--- config.mk ---
export PLATFORM = sky130hd
export DESIGN_NAME = data_sram_bridge
export DESIGN_NICKNAME = d
export VERILOG_FILES = /design/src/rtl/data_sram_bridge.sv
export SDC_FILE = /design/constraint.sdc
export NUM_CORES = 1
export LEC_CHECK = 0
export ABC_AREA = 1
export CORE_MARGIN = 1
export CORE_UTILIZATION = 43
export CTS_CLUSTER_SIZE = 10
export DETAILED_ROUTE_END_ITERATION = 8
export HOLD_SLACK_MARGIN = 0.03
export PLACE_DENSITY_LB_ADDON = 0.08
export SLEW_MARGIN = 10
export SYNTH_ARGS = -nofsm -noshare
export SYNTH_HDL_FRONTEND = slang
export SYNTH_SLANG_ARGS = --single-unit
--- constraint.sdc ---
create_clock -name clk -period 4.4 [get_ports clk]
set_clock_uncertainty 0.2 [all_clocks]
set_input_delay 0.88 -clock clk [delete_from_list [all_inputs] [get_ports clk]]
set_output_delay 0.88 -clock clk [all_outputs]
set_load 0.02 [all_outputs]
--- src/rtl/data_sram_bridge.sv ---
// data_sram_bridge: connects the M-stage load/store port to an sram-like
// data master. It holds at most one transaction in flight and asks the
// hazard unit to stall the pipeline until the load data comes back.
// Optional build macro: DATA_BRIDGE_KSEG_MAP_EN. When it is defined,
// kseg0/kseg1 addresses (addr[31:30] == 2'b10) map to physical addresses
// by clearing addr[31:29].
module data_sram_bridge (
    input  logic        clk,
    input  logic        rst,
    input  logic        mem_en,
    input  logic [3:0]  mem_wen,
    input  logic [1:0]  mem_size,
    input  logic [31:0] mem_addr,
    input  logic [31:0] mem_wdata,
    input  logic        flush_ex,
    input  logic        longest_stall,
    output logic [31:0] mem_rdata,
    output logic        stall_mem,
    output logic        data_req,
    output logic        data_wr,
    output logic [1:0]  data_size,
    output logic [31:0] data_addr,
    output logic [31:0] data_wdata,
    input  logic        data_addr_ok,
    input  logic        data_data_ok,
    input  logic [31:0] data_rdata
);

    typedef enum logic [1:0] {IDLE, ADDR, DATA, HOLD} state_t;

    state_t      state_q, state_d;
    logic        req_wr_q, req_wr_d;
    logic [1:0]  req_size_q, req_size_d;
    logic [31:0] req_addr_q, req_addr_d;
    logic [31:0] req_wdata_q, req_wdata_d;
    logic [31:0] rdata_buf_q, rdata_buf_d;

    logic        start;
    logic        in_wr;
    logic [1:0]  in_size;
    logic [31:0] in_addr;

    // Virtual-to-physical mapping applied to the address taken at issue
    function automatic logic [31:0] map_addr(input logic [31:0] a);
`ifdef DATA_BRIDGE_KSEG_MAP_EN
        map_addr = (a[31:30] == 2'b10) ? {3'b000, a[28:0]} : a;
`else
        map_addr = a;
`endif
    endfunction

    // Issue qualification and request fields taken straight from the pipeline.
    // Gating start with rst keeps data_req and stall_mem low while in reset.
    always_comb begin
        start   = (state_q == IDLE) & mem_en & ~flush_ex & ~rst;
        in_wr   = |mem_wen;
        in_size = (mem_size == 2'd3) ? 2'd2 : mem_size;
        in_addr = map_addr(mem_addr);
    end

    // Next-state logic and capture of the request and the returned load data
    always_comb begin
        state_d     = state_q;
        req_wr_d    = req_wr_q;
        req_size_d  = req_size_q;
        req_addr_d  = req_addr_q;
        req_wdata_d = req_wdata_q;
        rdata_buf_d = rdata_buf_q;
        case (state_q)
            IDLE: begin
                if (start) begin
                    req_wr_d    = in_wr;
                    req_size_d  = in_size;
                    req_addr_d  = in_addr;
                    req_wdata_d = mem_wdata;
                    state_d     = data_addr_ok ? DATA : ADDR;
                end
            end
            // A data_ok seen here cannot belong to this request, so it is ignored
            ADDR: begin
                if (data_addr_ok) state_d = DATA;
            end
            DATA: begin
                if (data_data_ok) begin
                    rdata_buf_d = data_rdata;
                    state_d     = longest_stall ? HOLD : IDLE;
                end
            end
            // Pipeline is frozen by another source; keep the load data until it moves
            HOLD: begin
                if (!longest_stall) state_d = IDLE;
            end
            default: state_d = IDLE;
        endcase
    end

    // State and capture registers; reset can abort a transaction at any point
    always_ff @(posedge clk or posedge rst) begin
        if (rst) begin
            state_q     <= IDLE;
            req_wr_q    <= 1'b0;
            req_size_q  <= 2'd0;
            req_addr_q  <= 32'd0;
            req_wdata_q <= 32'd0;
            rdata_buf_q <= 32'd0;
        end else begin
            state_q     <= state_d;
            req_wr_q    <= req_wr_d;
            req_size_q  <= req_size_d;
            req_addr_q  <= req_addr_d;
            req_wdata_q <= req_wdata_d;
            rdata_buf_q <= rdata_buf_d;
        end
    end

    // Master request: live fields on the issue cycle, captured fields while
    // waiting for addr_ok so they stay stable whatever the pipeline does
    always_comb begin
        data_req = start | (state_q == ADDR);
        if (state_q == IDLE) begin
            data_wr    = in_wr;
            data_size  = in_size;
            data_addr  = in_addr;
            data_wdata = mem_wdata;
        end else begin
            data_wr    = req_wr_q;
            data_size  = req_size_q;
            data_addr  = req_addr_q;
            data_wdata = req_wdata_q;
        end
    end

    // Pipeline side: stall until data_ok, forward the data in that same cycle
    always_comb begin
        stall_mem = start | (state_q == ADDR) | ((state_q == DATA) & ~data_data_ok);
        mem_rdata = ((state_q == DATA) & data_data_ok) ? data_rdata : rdata_buf_q;
    end

endmodule
==> summary.txt <==
STA
  – Final-layout setup total negative slack: 0 ns
  – Transition time at the pin with the least slew margin: 0.753 ns
  – Number of failing hold endpoints at the final stage: 0
  – Post-layout min period: 3.74 ns
  – Max frequency: 0.268 GHz
  – Final slew viol count: 0
  – Setup violators final: 0
  – Max-Slew Margin vs Limit: 49.8%
  – Post-route clock period utilization: 84.9%
  – Unrepaired setup endpoints after global routing: no

Synth
  – Synth warn: 0
  – Post-synth net total: 711
  – Combined area of all synthesized cells: 0.00481 mm^2
  – Cells after synthesis: 602
  – Post-synth cell types: 18
  – Register area share after synthesis: 52.6%
  – Mean area per synthesized cell: 7.99 um^2
  – Top FF cell, synth: dfrtp_1
  – Synthesized flop and latch total: 101
  – Count of flip-flops with a built-in enable after synthesis: 0
  – Share of async-settable or async-resettable flops after synthesis: 100%

Power
  – Sequential share of power: 27.3%
  – Internal power: 3240 uW
  – Switching power: 2420 uW
  – Combinational share of power: 63.5%
  – Proportion of power drawn by the clock network: 9.3%
  – Lkg Pwr: 0.00344 uW
  – Pwr dens: 795 mW/mm^2
  – Switching share of power: 42.8%
  – Peak ir drop on the vdd network: 0.473 mV

Setup path
  – Slowest-stage cell, CP: clkdlybuf4s50_1
  – Element type at the critical path start: input pin
  – Required time reported for the critical path endpoint: 3.32 ns
  – Length in cells of the worst reg-to-reg path: 6
  – Setup CP Type: in -> out
  – Delay-heaviest family, CP: buffers and inverters
  – Maximum fanout encountered on the critical timing path: 40
  – Critical-path cell list: clkdlybuf4s50_1 > nand3_2 > buf_4 > o21ai_0 > clkdlybuf4s50_1
  – Most common cell type on the critical path: clkdlybuf4s50_1
  – Cell depth of the worst setup path: 5
  – Delay of the slowest cell on the worst path: 0.67 ns
  – Critical path buffers and inverters: 3
  – Critical path arrival: 2.66 ns
  – Element type at the critical path end: output pin

Clock network
  – Worst skew pair latency: 0.35 ns
  – CTS root buf: clkbuf_8
  – Number of buffers inserted during clock tree synthesis: 9
  – H-tree depth reported by CTS: 3
  – Post_cts resized: 0
  – Clock sink count: 101
  – Clock buffer depth: 2
  – Buffer count from post-CTS setup fixing: 0
  – Number of buffers added to fix hold violations after cts: 0
  – CTS clk-pin slew, worst paths: 0.09 ns
  – CTS tree: done

Final layout
  – Most used cells in the layout excluding fill and tap cells: clkdlybuf4s50_1 (209), nand2_1 (148), inv_1 (105)
  – Layout Nets: 902
  – # diodes: 0
  – Fill cell instance count of the final layout: 923
  – Area growth syn-to-layout: 48.1%
  – Final design instance area without fill: 0.00712 mm^2
  – Most common cell after layout, fill and taps aside: clkdlybuf4s50_1
  – Share of layout cells above drive strength 1: 3.14%

Routing
  – Final ANT Viol Nets: 0
  – Via count: 4370
  – Wirelength, routed: 11300 um
  – Remaining routing DRC violations: 0
  – Length of the first detailed-routing pass in iterations: 4
  – Vias per inst: 4.66
  – WL/cell: 12.1 um
  – Number of DRC violations after detailed-routing iteration 0: 214

Die
  – Chip Height: 108 um
  – Width of the die: 108 um
  – Core Region: 0.0109 mm^2
  – Starting density of the core: 44.2%
  – Die Footprint: 0.0116 mm^2
  – Rows: 38
  – Io pins: 210

Placed design
  – Cell area after placement: 0.00695 mm^2
  – Buffers added on ports: 209
  – Half-perimeter wire length after detailed placement: 8080 um
  – Routability congestion estimate from global placement: 0.771

Global route
  – GRT Resource Usage Total: 19.9%
  – Initial antenna violation count: 0
  – Via count of the first global-routing pass: 4185
  – Maximum number of pins on one net before global-route repair: 91
  – Wire length of the first global-routing pass: 18300 um
  – Total gr overflow: 0

Outcome
  – Result of the run: finished clean

Run
  – MaxCap Viol Count: 0

Min path
  – Number of cells on the worst hold path: 2
  – Class of the tightest hold or removal check: reg -> reg
power groups by stage:
stage / logic (uW) / registers (uW) / clock network (uW)
CTS: 3630 / 1540 / 542
global route: 3910 / 1590 / 586
finish: 3590 / 1540 / 525
global placement: 3550 / 1550 / 0
detailed placement: 3620 / 1560 / 0
floorplan: 2070 / 1510 / 0
worst register-to-register path, cell delays in order (launching register included):
cell and delay, ns:
dfrtp_1 0.50, nor2_4 0.08, buf_12 0.21, nand3_4 0.15, buf_4 0.60, nand2_1 0.14, o21a_1 0.14
synth_stat cells (2+ instances only):
library cell  count  share of area, %
nand2_1         148                12
inv_1           106               8.3
dfrtp_1         101                53
o21ai_0          98                10
o21a_1           37               5.8
nor2_1           33               2.6
a21oi_1          30               3.1
buf_2            18               1.9
clkbuf_1         13               1.0
nand3_1           5              0.52
buf_6             3              0.70
buf_4             2              0.31
o21ai_1           2              0.21
o21bai_1          2              0.31
flip-flops by register name, indices dropped and copies added, names as in the netlist:
register / count
req_size_q: 2
state_q: 2
req_wdata_q: 32
req_wr_q: 1
rdata_buf_q: 32
req_addr_q: 32
path summary, 6_finish.rpt:
check,slack [ns],start,endpoint
setup / recovery,0.66,data_data_ok,mem_rdata[24]
hold / removal,0.29,req_wdata_q[31]$_DFFE_PP0P_,req_wdata_q[31]$_DFFE_PP0P_
setup reg to reg,2.27,state_q[1]$_DFFE_PP0P_,req_addr_q[13]$_DFFE_PP0P_
hold reg to reg,0.29,req_wdata_q[31]$_DFFE_PP0P_,req_wdata_q[31]$_DFFE_PP0P_
max in group asynchronous,2.08,rst,req_addr_q[24]$_DFFE_PP0P_
min in group asynchronous,0.79,rst,req_wdata_q[31]$_DFFE_PP0P_
per-layer routing:
layer | share of wire (%) | track usage (%) | vias to the layer above
li1 | - | - | 2239
met1 | 41 | 22.5 | 1969
met2 | 48 | 34.8 | 147
met3 | 9.0 | 5.99 | 15
met4 | 1.7 | 8.02 | 0
met5 | 0 | 0 | -
layout make-up:
| cell class | count | area, um^2 | area share, % |
|---|---|---|---|
| sequential | 101 | 2530 | 35.5 |
| timing repair buffer | 216 | 2160 | 30.3 |
| multi-input combinational | 359 | 1690 | 23.8 |
| inverter | 106 | 400 | 5.62 |
| tap | 140 | 175 | 2.46 |
| clock buffer | 11 | 141 | 1.99 |
| clock inverter | 4 | 25.0 | 0.351 |
metrics by stage:
step / total power, uW / util, % / hold WS, ns / setup WS [ns] / cells
2_1_floorplan: 3580 / - / 0.254 / 0.654 / 602
5_1_grt: 6090 / 65.4 / 0.326 / 0.576 / 937
3_3_place_gp: 5100 / 63.9 / 0.267 / 0.732 / 922
6_report: 5660 / 65.4 / 0.292 / 0.662 / 937
3_5_place_dp: 5180 / 63.9 / 0.276 / 0.660 / 922
4_1_cts: 5720 / 65.4 / 0.297 / 0.656 / 937
cells by family after synthesis:
family          count (synthesis)  synth area share [%]
flops                         101                  52.6
buf+inv                       142                  12.2
simple gates                  190                  15.6
compound gates                169                  19.6
No activity file was read; power rests on OpenSTA's default activity.
==> variant 1: new RTL, same flow settings <==
Reset style: synchronous (`rst`), changed in one clocked block.
--- a/src/rtl/data_sram_bridge.sv
+++ b/src/rtl/data_sram_bridge.sv
@@ -95,7 +95,7 @@
     end
 
     // State and capture registers; reset can abort a transaction at any point
-    always_ff @(posedge clk or posedge rst) begin
+    always_ff @(posedge clk) begin
         if (rst) begin
             state_q     <= IDLE;
             req_wr_q    <= 1'b0;
Check against the original RTL: differs if rst is asserted again (counterexample within 4 cycles, from zero or initial values and one cycle with rst high); with rst held inactive, the same outputs for 4 cycles.
==> variant 1 against the original RTL <==
Final area is 5.6% lower; worst setup slack got worse by 0.12 ns; non-clock buffer count unchanged; via count up 7.2%; synthesized area shrank 7.7%; wire length rose by 5.6%; sequential cell count stayed put; die area decreased by 7.5%; final cell count rose by 3.1%; fmax shrank 3.0%; utilization up 2.4 points; critical endpoint is now mem_rdata[10]; largest cell class is now buffers.
Power is not compared: it rests on default switching activity, and its combinational part moved more than twofold at a synthesized area within 25%.
==> variant 1: results (changes against the original RTL) <==
* Vias in the first global route at 4442 (+6.1%)
* Via count at 4686 (+7.2%)
* Largest net degree at the start of global routing at 89 (-2.2%)
* P_leak at 3.01 nW
* First-pass GRT wire length at 20.0 mm (+9.1%)
* Biggest registers after layout: rdata_buf_q (32), req_addr_q (32), req_wdata_q (32)
* Drt total wl at 11.9 mm (+5.6%)
* CTS buffer count at 9 (unchanged)
* Post-CTS Setup Inserts at 0 (unchanged)
* Fin nets at 937 (+3.9%)
* Initial antenna violation count at 0 (unchanged)
* Post-synthesis cell type count at 16 (-2)
* Max VDD drop at 0.000217 V
* Cell family with most CP delay: buffers and inverters
* Commonest cells post-synth: nand2_1 (109), dfxtp_1 (101), a21oi_1 (100), inv_1 (74), nand3_1 (73)
* Detailed Routing Iterations Pass 1 at 4 (unchanged)
* Synth Register Bits at 101 (unchanged)
* Clk Latency, worst-skew pair at 0.35 ns (about the same)
* H-tree levels at 3 (unchanged)
* DRT iter0 DRCs at 199 (-7.0%)
* Synth area leaders: dfxtp_1 (46%), a21oi_1 (11%), nand2_1 (9.2%)
* I/O Buffers at 209 (unchanged)
* CP arrival at 2.77 ns (+0.11 ns)
* Worst min path class: reg2reg
* Ys async rst share at 0% (-100 points)
* Relative slew slack at 46.7% (-3.1 points)
* Max Buffers Root-to-Sink at 2 (unchanged)
* Synth Net Count at 756 (+6.3%)
* Final Hold Fails at 0 (unchanged)
* Synthesis Warnings at 0 (unchanged)
* Gr usage total at 22.3% (+2.4 points)
* Setup violators final at 0 (unchanged)
* HPWL after DPL at 8.53 mm (+5.6%)
* Share of post-route cells with drive strength above 1 at 3.00% (-0.14 points)
* # resized after CTS at 0 (unchanged)
* CP max-delay cell: clkdlybuf4s50_1
* Critical Path Max Stage Delay at 0.62 ns (-0.05 ns)
* Status: complete, no violations
* RD Place Congestion at 0.797 (+3.3%)
* CTS Root Cell: clkbuf_8
* Diodes inserted at 0 (unchanged)
* Top FF cell, synth: dfxtp_1
* Worst Path Max Fanout at 32 (-20%)
* Reg clk slew, reported paths at 0.09 ns (about the same)
* Sequential fraction of the synthesis area at 45.5% (-7.0 points)
variant 1: final timing paths:
check                                   from             to  slack (ns)  cells after the start
worst max-delay path            data_data_ok  mem_rdata[10]        0.55                      6
worst min register to register      req_wr_q       req_wr_q        0.25                      2
worst min-delay path                req_wr_q       req_wr_q        0.25                      2
worst max register to register    state_q[1]       req_wr_q        1.96                      6
variant 1: logic make-up (layout without fill, tap and decap cells):
family | Yosys count | after routing | share of synthesized area, %
compound gates | 171 | 171 | 19.3
buf+inv | 122 | 308 | 11.2
flops | 101 | 101 | 45.5
simple gates | 253 | 253 | 23.9
variant 1: worst register-to-register path, delay by kind of cell (launching register included):
family / cells / cell delay (ns)
buffers and inverters: 2 / 1.03
AND/OR/NAND/NOR: 2 / 0.33
flip-flops: 1 / 0.39
AO/OA/AOI/OAI: 2 / 0.34
variant 1: layer usage:
layer	GRT usage, %	up-vias	part of all wire, %
met4	8.39	0	2.3
met1	25.1	2067	41
met3	7.74	24	8.0
met5	0	-	0
met2	38.8	146	49
li1	-	2449	-
variant 1: power by group:
group          switching (mW)  internal, mW  total (mW)
Combinational           0.513         0.448       0.961
Sequential             0.0269         0.968       0.995
Clock                   0.311         0.225       0.537
Total                   0.851          1.64        2.49
variant 1: stage by stage:
| step | power, mW | cell area, um^2 | instances | worst slack (ns) |
|---|---|---|---|---|
| after global routing | 2.63 | 6720 | 966 | 0.378 |
| after floorplan | 1.52 | 4440 | 647 | 1.52 |
| final | 2.49 | 6720 | 966 | 0.547 |
| after global placement | 1.97 | 6540 | 950 | 0.596 |
| after detailed placement | 1.98 | 6540 | 950 | 0.528 |
| after CTS | 2.52 | 6720 | 966 | 0.512 |
variant 1: area by class of cell:
cell class	count	area, um^2
Clock inverter	4	33.8
Inverter	76	285
Multi-Input combinational cell	424	1920
Sequential cell	101	2020
Fill cell	860	3190
Clock buffer	12	145
Timing Repair Buffer	216	2140
Tap cell	133	166
==> variant 2: new RTL, config.mk and constraints unchanged <==
Made on the original files. Add a define of `DATA_BRIDGE_KSEG_MAP_EN`.
--- a/src/rtl/data_sram_bridge.sv
+++ b/src/rtl/data_sram_bridge.sv
@@ -4,6 +4,8 @@
 // Optional build macro: DATA_BRIDGE_KSEG_MAP_EN. When it is defined,
 // kseg0/kseg1 addresses (addr[31:30] == 2'b10) map to physical addresses
 // by clearing addr[31:29].
+`define DATA_BRIDGE_KSEG_MAP_EN
+
 module data_sram_bridge (
     input  logic        clk,
     input  logic        rst,
Check against the original RTL: not equivalent (Yosys sat finds a counterexample within 4 cycles, from zero or initial values and one cycle with rst high).
==> variant 2 against the original RTL <==
Via count fell by 0.21%; synthesized area fell by 1.6%; final area fell by 1.1%; worst setup slack got worse by 0.090 ns; sequential cell count did not move; count of clock-buffer cells in the layout did not move; synthesized cell count fell by 0.17%; critical path type unchanged; register-to-register slack got worse by 0.05 ns; critical endpoint is now mem_rdata[14]; largest power group unchanged; wire length rose by 3.3%; total power fell by 5.6%.
==> variant 2: results (changes against the original RTL) <==
* Final cell count without fillers at 932 (-0.53%)
* Setup slack after placement at 0.547 ns (-0.112 ns)
* RR Endpoint: req_wdata_q[28]
* Commonest cells post-synth: nand2_1 (179), o21ai_0 (135), inv_1 (104), dfrtp_1 (101), o21ai_1 (32)
* Final hold slack at 0.299 ns (+0.00626 ns)
* Synth area leaders: dfrtp_1 (53%), o21ai_0 (14%), nand2_1 (14%)
* Fin crit share at 87.0% (+2.0 points)
* Detailed Routing Iterations Pass 1 at 5 (+1)
* Vias in the first global route at 4257 (+1.7%)
* Crit path to: mem_rdata[14]
* # placed instances at 919 (-0.33%)
* Max VDD drop at 0.000351 V (-26%)
* Critical hold path startpoint: req_addr_q[28]
* Post-synthesis cell type count at 19 (+1)
* Via count at 4361 (-0.21%)
* Hold Path End: req_addr_q[28]
* Relative slew slack at 35.0% (-15 points)
* R2R depth at 4 (-2)
* WL/cell at 12.5 um (+3.8%)
* Status: complete, no violations
* Sequential fraction of the synthesis area at 53.4% (+0.83 points)
* Share of post-route cells with drive strength above 1 at 3.02% (-0.12 points)
* Syn Area/Cell at 7.87 um^2 (-1.4%)
* Worst Path Max Fanout at 37 (-7.5%)
* Total power draw at 5.34 mW (-5.6%)
* Compound-Gate Fraction of Synth Area at 18.1% (-1.5 points)
* HPWL after DPL at 8.56 mm (+6.0%)
* Clock power share at 10.3% (+1.0 points)
* R2R setup slack at 2.22 ns (-0.05 ns)
[variant 2: cell types whose count changed in the layout (fill, tap and decap cells not counted), sizes merged, moves of 2 or more]
cell	delta
nand2	+31
o21a	-37
inv	-2
o21ai	+67
nor2	-30
clkinv	-2
a21oi	-30
[variant 2: layout make-up]
class                   instances  area (um^2)
clock inverters                 2         37.5
fillers                       911         3460
clock buffers                  11          131
inverters                     105          400
flip-flops and latches        101         2530
multi-input cells             361         1630
repair buffers                216         2140
well taps                     136          170
[variant 2: layer usage]
layer | track usage (%) | up-vias | part of all wire, % | routed length, um
met5 | 0 | - | 0 | 0
met4 | 7.53 | 0 | 1.2 | 138
met3 | 6.20 | 10 | 7.9 | 925
met2 | 36.3 | 125 | 48 | 5650
met1 | 25.8 | 1978 | 42 | 4960
li1 | - | 2248 | - | -
[variant 2: worst max-delay path, stage by stage]
cell             delay, ns
clkdlybuf4s50_1       0.49
nand3_2               0.15
buf_4                 0.27
o21ai_0               0.28
clkdlybuf4s50_1       0.66
